[src/rtl/lzc_norm_pipe.sv]
// Leading-zero/one counter and left normaliser: two register stages, item on outputs one edge after input transfer.
// Valid/ready skid-free pipeline: holds 2 items under backpressure, outputs frozen while OUT_READY=0.
module lzc_norm_pipe #(
  parameter int WIDTH = 24,
  parameter int TAG_W = 4,
  localparam int CW = $clog2(WIDTH + 1)
) (
  input  logic             CLK,
  input  logic             RST,
  input  logic             IN_VALID,
  output logic             IN_READY,
  input  logic [WIDTH-1:0] IN_DATA,
  input  logic             IN_MODE,
  input  logic [TAG_W-1:0] IN_TAG,
  output logic             OUT_VALID,
  input  logic             OUT_READY,
  output logic [CW-1:0]    OUT_LZ,
  output logic [WIDTH-1:0] OUT_NORM,
  output logic             OUT_ALL,
  output logic [TAG_W-1:0] OUT_TAG
);

  logic             s1_valid;
  logic [WIDTH-1:0] s1_data;
  logic [CW-1:0]    s1_cnt;
  logic             s1_all;
  logic [TAG_W-1:0] s1_tag;

  logic [CW-1:0]    cnt;
  logic             all_same;
  logic             e1;
  logic             e2;

  // Scan LSB to MSB so the last differing bit seen is the most significant one.
  always_comb begin
    cnt = CW'(WIDTH);
    for (int i = 0; i < WIDTH; i++) begin
      if (IN_DATA[i] != IN_MODE) begin
        cnt = CW'(WIDTH - 1 - i);
      end
    end
    all_same = &(IN_DATA ~^ {WIDTH{IN_MODE}});
  end

  always_comb begin
    e2       = s1_valid & (!OUT_VALID | OUT_READY);
    IN_READY = !s1_valid | e2;
    e1       = IN_VALID & IN_READY;
  end

  always_ff @(posedge CLK) begin
    if (RST) begin
      s1_valid <= 1'b0;
      s1_data  <= '0;
      s1_cnt   <= '0;
      s1_all   <= 1'b0;
      s1_tag   <= '0;
    end else begin
      if (e1) begin
        s1_data <= IN_DATA;
        s1_cnt  <= cnt;
        s1_all  <= all_same;
        s1_tag  <= IN_TAG;
      end
      s1_valid <= e1 | (s1_valid & !e2);
    end
  end

  // A shift by WIDTH clears every bit, which is exactly the all-same result.
  always_ff @(posedge CLK) begin
    if (RST) begin
      OUT_VALID <= 1'b0;
      OUT_LZ    <= '0;
      OUT_NORM  <= '0;
      OUT_ALL   <= 1'b0;
      OUT_TAG   <= '0;
    end else begin
      if (e2) begin
        OUT_LZ   <= s1_cnt;
        OUT_NORM <= s1_data << s1_cnt;
        OUT_ALL  <= s1_all;
        OUT_TAG  <= s1_tag;
      end
      OUT_VALID <= e2 | (OUT_VALID & !OUT_READY);
    end
  end

endmodule
[config.mk]
export PLATFORM = sky130hd
export DESIGN_NAME = lzc_norm_pipe
export DESIGN_NICKNAME = d
export VERILOG_FILES = /design/src/rtl/lzc_norm_pipe.sv
export SDC_FILE = /design/constraint.sdc
export NUM_CORES = 1
export LEC_CHECK = 0
export CORE_ASPECT_RATIO = 0.8
export CORE_MARGIN = 2
export CORE_UTILIZATION = 55
export CTS_CLUSTER_DIAMETER = 80
export DETAILED_ROUTE_END_ITERATION = 8
export PLACE_DENSITY = 0.82
export SYNTH_ARGS = -nofsm -noshare
export SYNTH_HDL_FRONTEND = slang
export SYNTH_SLANG_ARGS = --single-unit
[constraint.sdc]
create_clock -name CLK -period 4.9 [get_ports CLK]
set_clock_uncertainty 0.05 [all_clocks]
set_input_delay 0.98 -clock CLK [delete_from_list [all_inputs] [get_ports CLK]]
set_output_delay 0.98 -clock CLK [all_outputs]
set_load 0.02 [all_outputs]
==> run_results.csv <==
group,metric,value,unit
outcome,outcome,"finished, final reports clean",
timing,period_share,0.6727,
critical_path,path_common_cell,"clkdlybuf4s50_1",
timing,hold_violations,0,
place,gp_congestion,0.9140,
routing,first_pass_iters,5,
global_route,grt_overflow,0,
floorplan,die_y,80.46,um
clocking,post_cts_buffers,0,
global_route,antenna_found_initial,0,
clocking,root_buffer,"clkbuf_8",
routing,drc,0,
floorplan,die_area,8011,um^2
power,ir_drop,174.7,uV
global_route,grt_use_total,0.2702,
critical_path,reg2reg_depth,6,
hold_path,hold_class,"flip-flop to flip-flop",
critical_path,r2r_slack,2310,ps
critical_path,max_stage_delay,640,ps
critical_path,worstPathCellList,"clkdlybuf4s50_1, nand3b_1, clkdlybuf4s50_1",
critical_path,crit_required,3870,ps
routing,wl_per_cell,16.88,um
clocking,cts_buffers,9,
place,dp_hpwl,7665,um
floorplan,dieWidth,99.57,um
place,portBuffers,68,
timing,worstMarginPinSlew,1142,ps
final_layout,final_cell_count_no_fill,626,
critical_path,endpoint_kind,"output pin",
timing,rsz0062_at_grt,"no",
synth,synth_cell_types,54,
clocking,cts.clk_slew.worst_paths,80,ps
clocking,htreeDepth,3,
synth,ys.flop_type,"dfxtp_1",
clocking,ctsResizeCount,0,
routing,final_antenna_net_count,0,
critical_path,cp.arrival,2270,ps
synth,ys_async_sr_fraction,0,
clocking,cts_buffer_depth,2,
global_route,grt_pass1_wl,17040,um
synth,synth_top_area_frac,0.3487,
global_route,grt_pass1_vias,3463,
final_layout,drive_gt1_frac,0.07050,
synth,synth-edff-count,0,
synth,synth.net_count,521,
floorplan,rows,27,
critical_path,crit_type,"primary input to output pin",
synth,synthTopCellsByArea,"dfxtp_1, mux2i_1, nand2_1",
clocking,clock_sinks,70,
final_layout,area_growth,20.05,%
flow_run,drv_cap,0,
floorplan,start_util,0.5747,
timing,finalSetupViolations,0,
timing,layout_min_cycle_time,3296,ps
hold_path,worstHoldPathCells,2,
final_layout,num_antenna_cells,0,
synth,netlist_area,4019,um^2
timing,hold_ws,409.4,ps
final_layout,fin_nets,567,
timing,fin_ws,1604,ps
clocking,hold_buffers,0,
global_route,grt_max_degree,37,
routing,avgViaCountPerCell,6.181,
clocking,cts_tree,"done",
synth,ys_ff_latch,70,
synth,syn_area_per_cell,8.235,um^2
timing,drv_slew,0,
timing,fin_setup_tns,0,ps
routing,drt_iter0_drc,299,
final_layout,fill_cells,575,
power,static-leakage-power,1.630,nW
critical_path,cp_max_fo,3,
power,p_per_area,272.6,nW/um^2
final_layout,finalCoreUtilization,0.6899,
synth,ys_seq_area_frac,0.3487,
critical_path,cpMaxStageDelayCell,"clkdlybuf4s50_1",
timing,max_freq,0.3034,GHz
routing,num_vias,3869,
synth,postSynthCellCount,488,
synth,synth_top_area_cell,"dfxtp_1",
floorplan,core,6993,um^2
critical_path,worstSetupStartpointType,"primary input",
floorplan,io_pins,69,
clocking,clkLatencyLatePin,350,ps
synth,yosysWarningCount,0,
routing,wl,10570,um
place,pre_cts_slack,1544,ps
place,place_inst,610,
timing,max_slew_margin,0.2379,
-- worst max-delay path: cells and delay by family --
family                 cells  cell delay [ps]
buffers and inverters      2             1120
and+or+nand+nor            1              160
-- Yosys cell counts (2+ instances only) --
library cell   n
a211oi_1       5
mux4_2         4
nor2b_1        7
a221oi_1       2
o221ai_1       5
nand2_1       95
a22o_1         2
nor3_2         2
nor3_1        11
nand3b_1       8
o22ai_1        7
buf_2          7
a22oi_1       10
or3b_1         2
or4_1          3
a221o_1        4
o22a_1         6
inv_1          7
o211ai_1       2
o21ai_0        3
mux2_2         2
buf_4          5
o21ai_1       10
and2_1         2
or3_1          7
a2bb2oi_1      6
nor4_1         3
buf_6          5
clkbuf_1      19
or2_2          2
nand3_1       11
dfxtp_1       70
a211o_1        3
and3_1         6
nor2_1        28
nand2b_1       2
a21oi_1       48
mux2i_1       51
-- cell families after synthesis --
logic type,Yosys count,share of synthesized area
xor gates and xnor gates,1,0.002180
DFF,70,0.3487
buffers and inverters,46,0.06414
muxes,57,0.1550
and+or+nand+nor,192,0.2232
AOI/OAI and AO/OA,122,0.2067
-- registers in the layout (all words and copies together), names as in the netlist --
| register | flops |
|---|---|
| s1_data | 24 |
| OUT_VALID | 1 |
| s1_tag | 4 |
| OUT_TAG | 4 |
| s1_cnt | 5 |
| OUT_NORM | 24 |
| s1_valid | 1 |
| OUT_LZ | 5 |
| OUT_ALL | 1 |
| s1_all | 1 |
-- power breakdown --
part / switching (mW) / internal [mW] / leakage [nW]
sequential: 0.0193 / 0.591 / 0.571
clock: 0.229 / 0.251 / 0.0951
combinational: 0.129 / 0.0962 / 0.964
total: 0.377 / 0.938 / 1.63
-- final timing paths --
kind                   start           end
hold / removal    OUT_TAG[0]    OUT_TAG[0]
setup / recovery   OUT_READY      IN_READY
hold reg to reg   OUT_TAG[0]    OUT_TAG[0]
setup reg to reg   s1_cnt[1]  OUT_NORM[10]
-- through the flow --
step	cell area [um^2]	power, mW
floorplan	4019	0.7659
global placement	4617	0.8378
detailed placement	4617	0.8449
CTS	4825	1.321
global route	4825	1.369
finish	4825	1.315
-- final cells by class --
type / count / area (um^2) / share of cell area
multi-input cells: 372 / 2364 / 0.4899
flip-flops and latches: 70 / 1401 / 0.2905
repair buffers: 73 / 713.2 / 0.1478
clock buffers: 10 / 137.6 / 0.02853
well taps: 87 / 108.9 / 0.02256
clock inverters: 6 / 70.07 / 0.01452
inverters: 8 / 30.03 / 0.006224
-- cell usage in the layout, fill, tap and decap left out, drive strengths merged, types with 5 or more instances in the layout --
master         synthesis  routed
nand3                 11      11
o22a                   6       6
a22oi                 10      10
a211oi                 5       5
and3                   6       6
or3                    7       7
nor2                  28      28
o221ai                 5       5
clkdlybuf4s50          0      67
clkbuf                20      10
buf                   18       6
mux2i                 51      51
nor2b                  7       7
nand2                 95      95
a21oi                 48      48
dfxtp                 70      70
o22ai                  9       9
nor3                  13      13
inv                    8       9
o21ai                 13      13
a2bb2oi                6       6
nand3b                 8       8
-- layer usage --
metal	part of all wire	track usage	up-vias
li1	-	-	1860
met1	0.46	0.3809	1852
met2	0.47	0.4284	144
met3	0.061	0.04526	13
met4	0.011	0.07671	0
met5	0	0	-
(Power assumes the default switching activity.)
